==> src/rtl/envelope_pkg.sv <==
// Shared widths, per-channel action encoding and level helpers for envelope_bank.
package envelope_pkg;

   localparam int ENV_VOL_W = 4;
   localparam int ENV_DIV_W = 4;

   typedef enum logic [1:0] {
      ACT_IDLE,
      ACT_RESTART,
      ACT_STEP,
      ACT_COUNT
   } env_action_e;

   // Terminal level for a w-bit decay counter.
   function automatic int unsigned env_max(input int unsigned w);
      return (w >= 32) ? 32'hFFFF_FFFF : (32'd1 << w) - 32'd1;
   endfunction

   // Keeps the low w bits of v; the caller's cast picks the final width.
   function automatic logic [31:0] env_resize(input logic [31:0] v, input int unsigned w);
      return (w >= 32) ? v : (v & ((32'd1 << w) - 32'd1));
   endfunction

endpackage

==> src/rtl/envelope_channel.sv <==
// One envelope channel: restart flag, period divider, decay level and expiry.
// ENVELOPE_ATTACK_EN adds an attack input that makes the level count upwards.
module envelope_channel
   import envelope_pkg::*;
#(
   parameter int VOL_W = ENV_VOL_W,
   parameter int DIV_W = ENV_DIV_W
) (
   input  logic             clk,
   input  logic             rst_n,
   input  logic             qtick,
   input  logic             start,
   input  logic             loop,
   input  logic             const_vol,
`ifdef ENVELOPE_ATTACK_EN
   input  logic             attack,
`endif
   input  logic [DIV_W-1:0] period,
   output logic [VOL_W-1:0] volume,
   output logic             expired
);

   localparam logic [VOL_W-1:0] MAX = VOL_W'(env_max(VOL_W));

   logic             up;
   logic             start_flag;
   logic             start_flag_nxt;
   logic [DIV_W-1:0] divider;
   logic [DIV_W-1:0] divider_nxt;
   logic [VOL_W-1:0] decay;
   logic [VOL_W-1:0] decay_nxt;
   logic             expired_nxt;
   logic             at_end;
   env_action_e      action;

`ifdef ENVELOPE_ATTACK_EN
   assign up = attack;
`else
   assign up = 1'b0;
`endif

   always_comb begin
      at_end = up ? (decay == MAX) : (decay == '0);
      action = ACT_IDLE;
      if (qtick) begin
         if (start_flag || start) action = ACT_RESTART;
         else if (divider == '0)  action = ACT_STEP;
         else                     action = ACT_COUNT;
      end
   end

   always_comb begin
      start_flag_nxt = start_flag | start;
      divider_nxt    = divider;
      decay_nxt      = decay;
      expired_nxt    = expired;
      unique case (action)
         ACT_RESTART: begin
            start_flag_nxt = 1'b0;
            divider_nxt    = period;
            decay_nxt      = up ? '0 : MAX;
            expired_nxt    = 1'b0;
         end
         ACT_STEP: begin
            divider_nxt = period;
            if (!at_end)   decay_nxt = up ? decay + 1'b1 : decay - 1'b1;
            else if (loop) decay_nxt = up ? '0 : MAX;
            else           expired_nxt = 1'b1;
            // A looping channel is never expired after a reload.
            if (loop) expired_nxt = 1'b0;
         end
         ACT_COUNT: divider_nxt = divider - 1'b1;
         default: ;
      endcase
   end

   always_ff @(posedge clk) begin
      if (!rst_n) begin
         start_flag <= 1'b0;
         divider    <= '0;
         decay      <= '0;
         expired    <= 1'b0;
      end else begin
         start_flag <= start_flag_nxt;
         divider    <= divider_nxt;
         decay      <= decay_nxt;
         expired    <= expired_nxt;
      end
   end

   // Constant volume reuses the period field; decay keeps running underneath.
   assign volume = const_vol ? VOL_W'(env_resize(32'(period), DIV_W)) : decay;

endmodule

==> src/rtl/envelope_bank.sv <==
// NCH independent volume envelopes advanced by a shared quarter-frame tick.
// ENVELOPE_ATTACK_EN adds a per-channel attack input (count-up envelopes).
module envelope_bank
   import envelope_pkg::*;
#(
   parameter int NCH   = 4,
   parameter int VOL_W = ENV_VOL_W,
   parameter int DIV_W = ENV_DIV_W
) (
   input  logic                 clk,
   input  logic                 rst_n,
   input  logic                 qtick,
   input  logic [NCH-1:0]       start,
   input  logic [NCH-1:0]       loop,
   input  logic [NCH-1:0]       constVol,
`ifdef ENVELOPE_ATTACK_EN
   input  logic [NCH-1:0]       attack,
`endif
   input  logic [NCH*DIV_W-1:0] period,
   output logic [NCH*VOL_W-1:0] volume,
   output logic [NCH-1:0]       expired
);

   for (genvar i = 0; i < NCH; i++) begin : g_ch
      envelope_channel #(
         .VOL_W(VOL_W),
         .DIV_W(DIV_W)
      ) u_ch (
         .clk      (clk),
         .rst_n    (rst_n),
         .qtick    (qtick),
         .start    (start[i]),
         .loop     (loop[i]),
         .const_vol(constVol[i]),
`ifdef ENVELOPE_ATTACK_EN
         .attack   (attack[i]),
`endif
         .period   (period[i*DIV_W +: DIV_W]),
         .volume   (volume[i*VOL_W +: VOL_W]),
         .expired  (expired[i])
      );
   end

endmodule

==> config.mk <==
export PLATFORM = sky130hd
export DESIGN_NAME = envelope_bank
export DESIGN_NICKNAME = d
export VERILOG_FILES = /design/src/rtl/envelope_pkg.sv /design/src/rtl/envelope_channel.sv /design/src/rtl/envelope_bank.sv
export SDC_FILE = /design/constraint.sdc
export NUM_CORES = 1
export LEC_CHECK = 0
export ABC_AREA = 0
export BUFFER_PORTS_ARGS = -buffer_cell sky130_fd_sc_hd__buf_4
export CORE_UTILIZATION = 57
export CTS_BUF_LIST = sky130_fd_sc_hd__clkbuf_2
export DETAILED_ROUTE_END_ITERATION = 10
export HOLD_SLACK_MARGIN = 0.06
export PLACE_DENSITY = 0.79
export SYNTH_ARGS = -nofsm -noshare
export SYNTH_HDL_FRONTEND = slang
export SYNTH_SLANG_ARGS = --single-unit
==> constraint.sdc <==
create_clock -name clk -period 2.15 [get_ports clk]
set_clock_uncertainty 0.05 [all_clocks]
set_input_delay 0.1075 -clock clk [delete_from_list [all_inputs] [get_ports clk]]
set_output_delay 0.1075 -clock clk [all_outputs]
set_load 0.05 [all_outputs]
==> flow_summary.ini <==
[final_layout]
nets = 425
insertedDiodeCount = 0
stdcell_count = 432
area.growth.synth_to_final_pct = 26.36
final_layout_size_suffix_gt1_share_pct = 22.25

[timing]
slew_viol_final = 0
rsz0062_at_grt = no
hold_violations = 0
max_clock_freq_mhz = 504.2
tns_ns = 0
fin_crit_ns = 1.983
fin_crit_sh_pct = 92.25
worstMarginPinSlew_ns = 0.4621
finalSetupViolCount = 0
relSlewSlack_pct = 68.87
whs_ns = 0.08584

[routing]
drtIter0Drc = 153
via_count = 2494
wire_per_inst_um = 13.68
wirelength_mm = 5.910
dr.pass1.iters = 4
post-route-drc-count = 0
vias_per_cell = 5.773
ant_nets = 0

[min_path]
worstHoldPathCells = 4
min_from = loop[3]
min_path_type = in2reg
holdPathEnd = g_ch[3].u_ch.expired$_SDFFE_PN0P_

[place]
dp.cells = 398
place_congestion = 0.8554
io_buffer_count = 50
dp_hpwl_mm = 4.112

[global_routing]
use_met2_pct = 46.24
track_usage_pct = 26.87
use_met1_pct = 33.33
first_global_vias = 2186
grt-ovfl-total = 0
grt.busiest_layer = met2
grt_antenna_before_repair = 0
grt_max_degree = 36
grt_use_met3_pct = 5.428
grt_pass1_wl_mm = 9.494

[setup_path]
reg2reg_depth = 7
criticalPathCategory = reg2reg
end_kind = flop
crit_arrival_ns = 2.30
rrSetupSlack_ns = 0.17
r2r-end = g_ch[2].u_ch.divider[1]$_SDFFE_PN0P_
worst-path-max-fanout = 6
cp-start-kind = flop
r2r_start = g_ch[2].u_ch.divider[0]$_SDFFE_PN0P_
cp.required_ns = 2.47

[cts]
clockBufferDepth = 2
post_cts_buffers = 0
clock-root-buffer = clkbuf_2
tritoncts = built
cts_sinks = 40
insertion_delay_ns = 0.40
htree_levels = 2
clk_pin_slew_ns = 0.20
numCtsBuffers = 5

[power]
ir_worst_vdd_mv = 0.3550
combPwrFrac_pct = 38.4
powerDensity_nw_per_um2 = 609.1
seq_power_share_pct = 45.3
power_switching_uw = 735.3
p_int_mw = 1.226
power_leakage_nw = 1.352
switching_share_pct = 37.49
clkPwrFrac_pct = 16.3

[logic_synthesis]
ys_seq_area_share_pct = 31.42
synth_cells = 311
synth-edff-count = 0
syn_nets = 354
avgSynthCellArea_um2 = 8.195
synth-main-ff-cell = dfxtp_1
synthesis.area_um2 = 2549
yosysWarnings = 0
synth-seq-cells = 40
async_reset_ff_share_pct = 0
synth_cell_type_count = 59

[die]
start_util_pct = 61.50
core-area_um2 = 4144
die_h_um = 68.87
ios = 51
die_x_um = 68.87
die-area_um2 = 4743
rows = 23

[job]
maxCapViolations = 0

[status]
status = completed
metal layers:
metal / routed length (um) / share of wire, %
met5: 0 / 0
met3: 246 / 4.2
met2: 2791 / 47
met4: 66 / 1.1
met1: 2805 / 47
Yosys cell counts, types with 4 or more instances:
cell	n	area share, %
o21ai_0	34	6.7
clkbuf_1	5	0.74
dfxtp_1	40	31
a32o_1	5	2.0
nor3_1	14	2.7
nor3b_2	4	2.0
buf_4	4	1.2
mux2_2	5	2.2
o31a_1	5	1.7
inv_1	22	3.2
a211oi_1	8	2.4
ha_1	12	5.9
nand3_1	8	1.6
nand2b_1	5	1.2
nor2_1	19	2.8
and3_1	6	1.5
nand2_1	29	4.3
a21oi_1	14	2.7
nor4b_1	5	1.7
power groups by stage:
| stage | combinational, mW | sequential [mW] | clock, mW |
|---|---|---|---|
| after floorplan | 0.541 | 0.885 | 0 |
| after global placement | 0.694 | 0.901 | 0 |
| after detailed placement | 0.705 | 0.903 | 0 |
| after CTS | 0.748 | 0.887 | 0.331 |
| after global routing | 0.832 | 0.900 | 0.364 |
| final | 0.753 | 0.889 | 0.319 |
kinds of logic after synthesis:
kind of cell             count (synthesis)  share of synthesized area (%)
multiplexers                            10                          4.762
XOR/XNOR                                 3                          1.031
AND/OR/NAND/NOR                        116                          26.26
flip-flops                              40                          31.42
adder cells (fa/ha/maj)                 12                          5.891
AO/OA/AOI/OAI                           93                          23.81
buffers and inverters                   37                          6.823
placed cells by master (no fill, tap or decap), drive strengths merged, types with 3 or more instances in the layout:
cell type    synthesis  routed
dfxtp               40      40
nand4                3       3
a32o                 5       5
nor4b                6       6
and3                 6       6
or3b                 3       3
buf                  9      52
nor4                 3       3
nor3b                6       6
dlygate4sd3          0      27
or2                  4       4
mux2                 8       8
inv                 22      22
nor2                19      19
nand2               30      30
ha                  12      12
o31a                 5       5
nor3                14      14
nand3                8       8
a211oi               8       8
o21ai               37      37
clkbuf               6       6
nand2b               5       5
a21oi               15      15
a31oi                3       3
a31o                 3       3
state kept, by name, summed over array words and instances (netlist names):
name,flops
g_ch.u_ch.decay,16
g_ch.u_ch.divider,16
g_ch.u_ch.expired,4
g_ch.u_ch.start_flag,4
worst max path at each step:
stage | start | endpoint | slack (ns) | cells after the start
3_5_place_dp | g_ch[1].u_ch.divider[0]$_SDFFE_PN0P_ | g_ch[1].u_ch.divider[2]$_SDFFE_PN0P_ | 0.22 | 6
4_1_cts | g_ch[2].u_ch.divider[0]$_SDFFE_PN0P_ | g_ch[2].u_ch.divider[1]$_SDFFE_PN0P_ | 0.12 | 7
2_1_floorplan | g_ch[1].u_ch.divider[0]$_SDFFE_PN0P_ | g_ch[1].u_ch.divider[2]$_SDFFE_PN0P_ | 0.46 | 7
5_1_grt | g_ch[2].u_ch.divider[0]$_SDFFE_PN0P_ | g_ch[2].u_ch.divider[1]$_SDFFE_PN0P_ | 0.03 | 7
3_3_place_gp | g_ch[1].u_ch.divider[0]$_SDFFE_PN0P_ | g_ch[1].u_ch.divider[3]$_SDFFE_PN0P_ | 0.34 | 6
6_report | g_ch[2].u_ch.divider[0]$_SDFFE_PN0P_ | g_ch[2].u_ch.divider[1]$_SDFFE_PN0P_ | 0.17 | 7
worst max-delay path, stage by stage, from the launching register on:
cell and delay (ns):
dfxtp_1 0.37, inv_2 0.08, ha_1 0.16, or3b_4 0.42, nand2_4 0.10, a21oi_1 0.06, o21ai_0 0.15, dlygate4sd3_1 0.56
cell type report:
type                    count  area, um2
inverters                  22      82.58
multi-input cells         234       1579
repair buffers             79      660.6
clock inverters             1      5.005
clock buffers               6      30.03
flip-flops and latches     40      800.8
fillers                   306      923.4
well taps                  50      62.56
timing repair:
| item | CTS | global route |
|---|---|---|
| hold buffers | 27 | 0 |
| setup endpoints to repair | 0 | 1 |
| gates resized for setup | 0 | 2 |
| endpoints found under the hold margin | 29 | 0 |
stage by stage:
stage | worst slack, ns | util, % | power, mW | area [um2]
after floorplan | 0.4600 | - | 1.427 | 2549
after global placement | 0.3383 | 70.23 | 1.595 | 2910
after detailed placement | 0.2224 | 70.23 | 1.609 | 2910
after CTS | 0.1187 | 77.60 | 1.967 | 3216
after global routing | 0.03426 | 77.72 | 2.097 | 3221
final | 0.1666 | 77.72 | 1.962 | 3221
Power figures use the tool's default switching activity.
